### src/rtl/inst_fetch.sv
// Instruction fetch unit: reads 16-bit instructions as two bytes (high first) from a
// byte-wide memory port, hands them to the core over valid/ready, and owns the PC.
module inst_fetch #(
    parameter int                ADDR_W   = 8,
    parameter logic [ADDR_W-1:0] RESET_PC = '0
) (
    input  logic              clk,
    input  logic              rst_n,
    output logic              mem_req,
    output logic [ADDR_W-1:0] mem_addr,
    input  logic              mem_ack,
    input  logic [7:0]        mem_rdata,
    input  logic              stall,
    input  logic              redirect,
    input  logic [ADDR_W-1:0] redirect_pc,
    output logic              inst_valid,
    input  logic              inst_ready,
    output logic [15:0]       inst,
    output logic [3:0]        opcode,
    output logic [ADDR_W-1:0] inst_pc,
    output logic [ADDR_W-1:0] link_pc
);

    typedef enum logic [1:0] {
        FETCH_HI,
        FETCH_LO,
        HOLD,
        DRAIN
    } state_t;

    state_t            state_q, state_n;
    logic [ADDR_W-1:0] pc_q, pc_n;
    logic [ADDR_W-1:0] tgt_q, tgt_n;
    logic [7:0]        hi_q, hi_n;

    logic              mem_req_n;
    logic [ADDR_W-1:0] mem_addr_n;
    logic              inst_valid_n;
    logic [15:0]       inst_n;
    logic [3:0]        opcode_n;
    logic [ADDR_W-1:0] inst_pc_n;
    logic [ADDR_W-1:0] link_pc_n;

    // NOTE: every signal assigned here gets its hold value first, so no path leaves it
    // unassigned and no latch is inferred; blocking '=' is correct inside always_comb.
    always_comb begin
        state_n      = state_q;
        pc_n         = pc_q;
        tgt_n        = tgt_q;
        hi_n         = hi_q;
        mem_req_n    = mem_req;
        mem_addr_n   = mem_addr;
        inst_valid_n = inst_valid;
        inst_n       = inst;
        opcode_n     = opcode;
        inst_pc_n    = inst_pc;
        link_pc_n    = link_pc;

        if (redirect) begin
            // An outstanding request cannot be withdrawn, so park the target until it acks.
            if (mem_req && !mem_ack) begin
                tgt_n        = redirect_pc;
                inst_valid_n = 1'b0;
                state_n      = DRAIN;
            end else begin
                pc_n         = redirect_pc;
                inst_valid_n = 1'b0;
                mem_req_n    = !stall;
                mem_addr_n   = redirect_pc;
                state_n      = FETCH_HI;
            end
        end else begin
            case (state_q)
                FETCH_HI: begin
                    if (!mem_req) begin
                        if (!stall) begin
                            mem_req_n  = 1'b1;
                            mem_addr_n = pc_q;
                        end
                    end else if (mem_ack) begin
                        hi_n       = mem_rdata;
                        mem_addr_n = pc_q + ADDR_W'(1);
                        state_n    = FETCH_LO;
                    end
                end
                FETCH_LO: begin
                    if (mem_ack) begin
                        inst_n       = {hi_q, mem_rdata};
                        opcode_n     = hi_q[7:4];
                        inst_pc_n    = pc_q;
                        link_pc_n    = pc_q + ADDR_W'(2);
                        inst_valid_n = 1'b1;
                        mem_req_n    = 1'b0;
                        state_n      = HOLD;
                    end
                end
                HOLD: begin
                    if (inst_ready) begin
                        inst_valid_n = 1'b0;
                        pc_n         = pc_q + ADDR_W'(2);
                        mem_req_n    = !stall;
                        mem_addr_n   = pc_q + ADDR_W'(2);
                        state_n      = FETCH_HI;
                    end
                end
                DRAIN: begin
                    if (mem_ack) begin
                        mem_req_n = 1'b0;
                        pc_n      = tgt_q;
                        state_n   = FETCH_HI;
                    end
                end
                default: state_n = FETCH_HI;
            endcase
        end
    end

    // NOTE: state updates use non-blocking '<=' so all registers sample the same edge.
    always_ff @(posedge clk or negedge rst_n) begin
        if (!rst_n) begin
            state_q    <= FETCH_HI;
            pc_q       <= RESET_PC;
            tgt_q      <= '0;
            hi_q       <= '0;
            mem_req    <= 1'b0;
            mem_addr   <= RESET_PC;
            inst_valid <= 1'b0;
            inst       <= '0;
            opcode     <= '0;
            inst_pc    <= RESET_PC;
            link_pc    <= RESET_PC + ADDR_W'(2);
        end else begin
            state_q    <= state_n;
            pc_q       <= pc_n;
            tgt_q      <= tgt_n;
            hi_q       <= hi_n;
            mem_req    <= mem_req_n;
            mem_addr   <= mem_addr_n;
            inst_valid <= inst_valid_n;
            inst       <= inst_n;
            opcode     <= opcode_n;
            inst_pc    <= inst_pc_n;
            link_pc    <= link_pc_n;
        end
    end

endmodule

### config.mk
export PLATFORM = sky130hd
export DESIGN_NAME = inst_fetch
export DESIGN_NICKNAME = d
export VERILOG_FILES = /design/src/rtl/inst_fetch.sv
export SDC_FILE = /design/constraint.sdc
export NUM_CORES = 1
export LEC_CHECK = 0
export BUFFER_PORTS_ARGS = -buffer_cell sky130_fd_sc_hd__buf_2
export CELL_PAD_IN_SITES_DETAIL_PLACEMENT = 2
export CELL_PAD_IN_SITES_GLOBAL_PLACEMENT = 2
export CORE_MARGIN = 5
export CORE_UTILIZATION = 38
export CTS_CLUSTER_DIAMETER = 120
export CTS_CLUSTER_SIZE = 8
export DETAILED_ROUTE_END_ITERATION = 10
export GPL_TIMING_DRIVEN = 0
export PLACE_DENSITY_LB_ADDON = 0.1
export SLEW_MARGIN = 20
export SYNTH_ARGS = -nofsm -noshare
export SYNTH_HDL_FRONTEND = slang
export SYNTH_SLANG_ARGS = --single-unit
### constraint.sdc
create_clock -name clk -period 2.6 [get_ports clk]
set_clock_uncertainty 0.1 [all_clocks]
set_input_delay 0.52 -clock clk [delete_from_list [all_inputs] [get_ports clk]]
set_output_delay 0.52 -clock clk [all_outputs]
set_load 0.03 [all_outputs]
==> results of run 1 <==
## worst reg2reg max path, delay by kind of cell (launching register included)
kind	cells	cell delay, ps
mux	1	80
compound gates	2	520
fa+ha+maj	1	350
simple gates	2	510
flops	1	540
## cell type report
type	instances	area, um2	area share (%)
clock inverter	7	76.32	1.922
timing repair buffer	68	370.4	9.329
clock buffer	9	123.9	3.120
multi-input combinational	188	1406	35.42
inverter	6	22.52	0.5673
buffer	25	161.4	4.066
tap	105	131.4	3.309
sequential	67	1678	42.26
## worst max-delay path by stage
stage / from / endpoint / slack, ps / cells past startpoint
finish: pc_q[1] / mem_addr[7] / 440 / 6
global route: pc_q[1] / mem_addr[7] / 310 / 6
CTS: pc_q[2] / mem_addr[7] / 430 / 6
detailed placement: mem_ack / hi_q[3] / 360 / 6
global placement: mem_ack / hi_q[4] / 410 / 6
floorplan: mem_req / mem_addr[2] / 770 / 7
## through the flow
| step | area [um2] | setup WS [ps] | cells | power, mW |
|---|---|---|---|---|
| after floorplan | 3268 | 767.6 | 286 | 3.539 |
| after global placement | 3730 | 411.5 | 457 | 4.205 |
| after detailed placement | 3760 | 361.6 | 458 | 4.329 |
| after CTS | 3970 | 428.3 | 475 | 5.261 |
| after global routing | 3970 | 307.6 | 475 | 5.521 |
| final | 3970 | 443.0 | 475 | 5.184 |
## power breakdown
part	total, mW	internal, mW	switching (mW)
registers	1.85	1.53	0.318
clock network	0.899	0.449	0.450
logic	2.43	0.910	1.52
total	5.18	2.89	2.29
## state kept, by name (all words and copies together), names as in the netlist
| register | flops |
|---|---|
| inst | 16 |
| tgt_q | 8 |
| mem_addr | 8 |
| pc_q | 8 |
| state_q | 2 |
| link_pc | 7 |
| inst_valid | 1 |
| inst_pc | 8 |
| mem_req | 1 |
| hi_q | 8 |
## layer usage
metal | up-vias | wire (um) | global-route usage [%]
met5 | - | 0 | 0
met2 | 44 | 4759 | 33.12
met1 | 1257 | 4229 | 24.86
met3 | 15 | 282 | 3.451
li1 | 1166 | - | -
met4 | 0 | 184 | 6.673
## what timing repair did
| item | in CTS | in global routing |
|---|---|---|
| gates resized for setup | 0 | 0 |
| hold buffers | 1 | 0 |
| endpoints found under the hold margin | 12 | 0 |
## synth_stat cells, drive strengths merged (2+ instances only)
cell	instances	share of area (%)
xor2	8	2.1
nand3	3	0.46
ha	3	1.1
o32a	2	0.61
o21ai	19	2.9
and3	5	0.96
o31ai	6	1.8
nand4	2	0.38
inv	6	0.69
buf	24	4.8
mux2i	2	0.61
a31oi	2	0.38
a221oi	2	0.54
a211oi	5	1.3
o31a	2	0.54
o21a	2	0.69
mux2	46	16
nor2b	2	0.46
nor3	6	1.3
xnor2	3	0.80
a21o	2	0.50
a311oi	2	0.54
o22ai	2	0.38
nand2	21	2.4
a21oi	14	2.3
dfrtp	66	51
nor2	21	2.4
## cell families after synthesis
logic type	share of synthesized area, %
multiplexers	16.58
XOR/XNOR	2.948
buffers and inverters	5.628
adder cells (fa/ha/maj)	1.149
flip-flops	51.34
AO/OA/AOI/OAI	12.98
AND/OR/NAND/NOR	9.380
==> flow_summary_export.csv, run 1 <==
group,metric,value,unit
status,status,"finished, final reports clean",
min_path,holdCritStartpoint,"mem_rdata[2]",
synth,synth-seq-cells,67,
grt,grt_overflow,0,
final_layout,final_util,47.84,%
grt,grt_pass1_wl,15440,um
detailed_routing,wl,9455,um
worst_setup_path,r2r-start,"pc_q[1]",
synth,syn_inst,286,
synth,yosys_warnings,0,
final_layout,fin_nets,390,
detailed_routing,drt_iter0_drc,58,
grt,grt_max_degree,56,
timing,slew_viol_final,0,
synth,yosysSeqAreaShare,51.34,%
pwr,p_per_area,1306,mW/mm2
worst_setup_path,startpoint_type,"register",
floorplan,core_region_area,0.008299,mm2
min_path,hold_depth,2,
detailed_routing,wl_per_cell,19.91,um
timing,fmax,0.4636,GHz
worst_setup_path,cp.arrival,2360,ps
detailed_routing,vias,2482,
synth,synth_ff_type,"dfrtp_1",
clocking,cts_setup_buffers,0,
final_layout,layout_common_cells,"buf_2, dfrtp_1, mux2_2",
final_layout,drive_gt1_share,43.78,%
final_layout,antenna_cells,0,
final_layout,syn2layout_area_growth,21.48,%
floorplan,fp.dieH,102.7,um
synth,syn-num-nets,311,
floorplan,die_w,102.7,um
worst_setup_path,critical-path-slowest-cell,"dfrtp_1",
clocking,cts_buffers,9,
clocking,worstSkewPairLatency,360,ps
clocking,htreeDepth,3,
placed_design,place_congestion,0.8028,
detailed_routing,drc_errors,0,
timing,hold_viol,0,
clocking,clock-sinks,67,
placed_design,io_buffers,66,
worst_setup_path,ff2ff_path_depth,6,
worst_setup_path,crit_fanout,9,
worst_setup_path,cp_top_family,"flip-flops",
floorplan,rows,33,
placed_design,post-dp-hpwl,6827,um
worst_setup_path,crit_chain,"ha_1, and3_1, mux2i_1, or3_1, a311oi_1, a21o_2",
timing,fin_tns_setup,0,ps
final_layout,final_common_cell,"buf_2",
grt,antenna_found_initial,0,
grt,grt_pass1_vias,2895,
detailed_routing,viasPerCell,5.225,
worst_setup_path,reg2reg_slack,440,ps
synth,synth-edff-count,0,
worst_setup_path,critical_path_buf_inv_count,0,
synth,synth_area,0.003268,mm2
worst_setup_path,critPathRequiredTime,2800,ps
clocking,cts_buffer_depth,2,
pwr,ir_drop,506.6,uV
synth,async_reset_ff_share,100.0,%
grt,track_usage,19.40,%
final_layout,fillers,870,
timing,finalCritPeriodShare,82.96,%
clocking,cts_tree,"yes",
clocking,clk_pin_slew_worst_paths,90,ps
timing,slew_headroom,56.75,%
detailed_routing,antenna_left,0,
worst_setup_path,crit-reg2reg-capture,"mem_addr[7]",
timing,setup_viol,0,
worst_setup_path,cpPeakStageDelay,540,ps
clocking,ctsRootBufferMaster,"clkbuf_8",
timing,min_period,2157,ps
min_path,hp-class,"input port to register",
worst_setup_path,cp-end-kind,"register",
pwr,leakagePower,1.848,nW
floorplan,io_pins,68,
floorplan,initial_utilization,39.38,%
synth,ys_types,46,
timing,holdWs,300.7,ps
timing,tightest_slew,648.7,ps
floorplan,dieArea,0.01056,mm2
detailed_routing,dr.pass1.iters,4,
min_path,min_to,"inst[2]",
timing,rsz0062_at_grt,"false",
flow_run,max-cap-violations,0,
synth,synth_area_per_cell,11.43,um2
worst_setup_path,path_class,"register to register",
Note: power is estimated with default switching activity, not from simulation.
==> inputs of run 2 (changes only) <==
--- a/config.mk
+++ b/config.mk
@@ -9,7 +9,7 @@
 export CELL_PAD_IN_SITES_DETAIL_PLACEMENT = 2
 export CELL_PAD_IN_SITES_GLOBAL_PLACEMENT = 2
 export CORE_MARGIN = 5
-export CORE_UTILIZATION = 38
+export CORE_UTILIZATION = 35
 export CTS_CLUSTER_DIAMETER = 120
 export CTS_CLUSTER_SIZE = 8
 export DETAILED_ROUTE_END_ITERATION = 10
==> constraint.sdc (replaced) <==
create_clock -name clk -period 2.2 [get_ports clk]
set_clock_uncertainty 0.1 [all_clocks]
set_input_delay 0.44 -clock clk [delete_from_list [all_inputs] [get_ports clk]]
set_output_delay 0.44 -clock clk [all_outputs]
set_load 0.03 [all_outputs]
==> run 2 against run 1 <==
  * Critical path depth unchanged
  * Flip-flop and latch count did not move
  * Non-clock buffer count did not move
  * Setup slack got worse by 250 ps
  * Cell count up 1.3%
  * Count of clock-buffer cells in the layout unchanged
  * Register-to-register slack worse by 250 ps
  * Via count up 3.0%
  * Clock power is 18% higher
  * Die area grew 7.7%
  * Critical endpoint unchanged
  * Highest routed layer unchanged
==> flow_summary_export.csv, run 2 (synthesis results as in run 1) <==
group,metric,value,unit
detailed_routing,drt_iter0_drc,70,
pwr,p_per_area,1534,mW/mm2
grt,track_usage,17.63,%
worst_setup_path,crit-reg2reg-capture,"mem_addr[7]",
clocking,htreeDepth,3,
clocking,cts_buffer_depth,2,
min_path,hp-class,"input port to register",
worst_setup_path,critical-path-slowest-cell,"dfrtp_2",
timing,slew_headroom,55.41,%
timing,tightest_slew,668.8,ps
timing,setup_viol,0,
final_layout,final_common_cell,"buf_2",
detailed_routing,vias,2556,
worst_setup_path,crit_fanout,9,
flow_run,max-cap-violations,0,
final_layout,fin_nets,390,
floorplan,fp.dieH,106.6,um
final_layout,antenna_cells,0,
placed_design,post-place-cells,464,
final_layout,layout_common_cells,"buf_2, dfrtp_1, mux2_2",
placed_design,place_congestion,0.7445,
clocking,clk_pin_slew_worst_paths,80,ps
timing,holdWs,237.1,ps
pwr,ir_drop,642.3,uV
final_layout,top_register,"inst",
final_layout,fillers,1001,
floorplan,die_w,106.6,um
worst_setup_path,cp-end-kind,"register",
timing,fin_tns_setup,0,ps
worst_setup_path,cp.arrival,2190,ps
floorplan,rows,35,
timing,finalCritPeriodShare,91.36,%
timing,min_period,2010,ps
clocking,ctsRootBufferMaster,"clkbuf_8",
clocking,cts_tree,"yes",
placed_design,post-dp-hpwl,6798,um
grt,grt_pass1_wl,15570,um
timing,timing.final.ws_setup,190.1,ps
placed_design,io_buffers,66,
worst_setup_path,reg2reg_slack,190,ps
grt,antenna_found_initial,0,
final_layout,largest_reg_flops,16,
final_layout,instances_no_fill,481,
timing,fmax,0.4975,GHz
detailed_routing,drc_errors,0,
final_layout,ff_latch_area,0.001680,mm2
status,status,"finished, final reports clean",
floorplan,dieArea,0.01137,mm2
pwr,total_power,6.119,mW
clocking,worstSkewPairLatency,350,ps
worst_setup_path,cpPeakStageDelay,490,ps
floorplan,initial_utilization,35.71,%
min_path,min_to,"hi_q[0]",
grt,grt_overflow,0,
final_layout,drive_gt1_share,44.86,%
timing,hold_viol,0,
worst_setup_path,cp_top_family,"compound AO/OA/AOI/OAI gates",
timing,rsz0062_at_grt,"false",
clocking,cts_buffers,9,
min_path,hold_depth,2,
placed_design,place_ws,35.76,ps
grt,grt_pass1_vias,2925,
worst_setup_path,path_class,"register to register",
final_layout,multi_input_comb_area,0.001415,mm2
worst_setup_path,startpoint_type,"register",
detailed_routing,wl,9491,um
detailed_routing,viasPerCell,5.314,
floorplan,core_region_area,0.009153,mm2
final_layout,final_util,43.58,%
worst_setup_path,r2r-start,"pc_q[1]",
min_path,holdCritStartpoint,"mem_rdata[0]",
worst_setup_path,critPathRequiredTime,2380,ps
detailed_routing,dr.pass1.iters,4,
detailed_routing,antenna_left,0,
grt,grt_max_degree,56,
final_layout,design_area,0.003989,mm2
worst_setup_path,ff2ff_path_depth,6,
timing,slew_viol_final,0,
detailed_routing,wl_per_cell,19.73,um
pwr,leakagePower,1.847,nW
placed_design,place_area,0.003767,mm2
clocking,clock-sinks,67,
worst_setup_path,critical_path_buf_inv_count,0,
worst_setup_path,crit_chain,"ha_2, and3_1, mux2i_1, or3_1, a311oi_1, a21o_2",
final_layout,syn2layout_area_growth,22.05,%
floorplan,io_pins,68,
[run 2: changes by cell type in the layout (fill, tap and decap cells not counted)]
cell,delta
ha_1,-1
ha_2,+1
o22ai_1,-1
o22ai_2,+1
dfrtp_2,+2
dfrtp_1,-2
[run 2: repair_timing]
action / CTS / global route
endpoints found under the setup margin: 1 / 7
endpoints found under the hold margin: 12 / 0
pin swaps: 0 / 0
hold buffers: 1 / 0
gates resized for setup: 1 / 3
setup buffers: 0 / 0
[run 2: final cells by class]
type | count | share of cell area (%)
clock inverters | 7 | 1.913
plain buffers | 25 | 4.046
inverters | 6 | 0.5646
clock buffers | 9 | 3.105
repair buffers | 68 | 9.285
flip-flops and latches | 67 | 42.13
multi-input cells | 188 | 35.48
well taps | 111 | 3.482
[run 2: worst max-delay path by stage]
stage | start | endpoint | slack (ps) | cells after the start
after floorplan | mem_req | mem_addr[2] | 370 | 7
after global placement | pc_q[1] | mem_addr[7] | 80 | 6
after detailed placement | pc_q[1] | mem_addr[7] | 40 | 6
after CTS | pc_q[2] | mem_addr[7] | 30 | 6
after global routing | pc_q[1] | mem_addr[7] | 70 | 6
final | pc_q[1] | mem_addr[7] | 190 | 6
[run 2: per-layer routing]
metal,routed length [um],track usage [%]
met5,0,0
met3,338,3.974
met4,128,5.205
met1,4257,22.58
met2,4767,29.81
[run 2: worst register-to-register path, stage by stage, from the launching register on]
cell and delay (ps):
dfrtp_2 490, ha_2 300, and3_1 170, mux2i_1 90, or3_1 310, a311oi_1 360, a21o_2 140
[run 2: power by group]
part | switching [mW] | internal, mW | total (mW)
combinational | 1.79 | 1.08 | 2.87
clock | 0.529 | 0.531 | 1.06
sequential | 0.374 | 1.82 | 2.19
total | 2.69 | 3.43 | 6.12
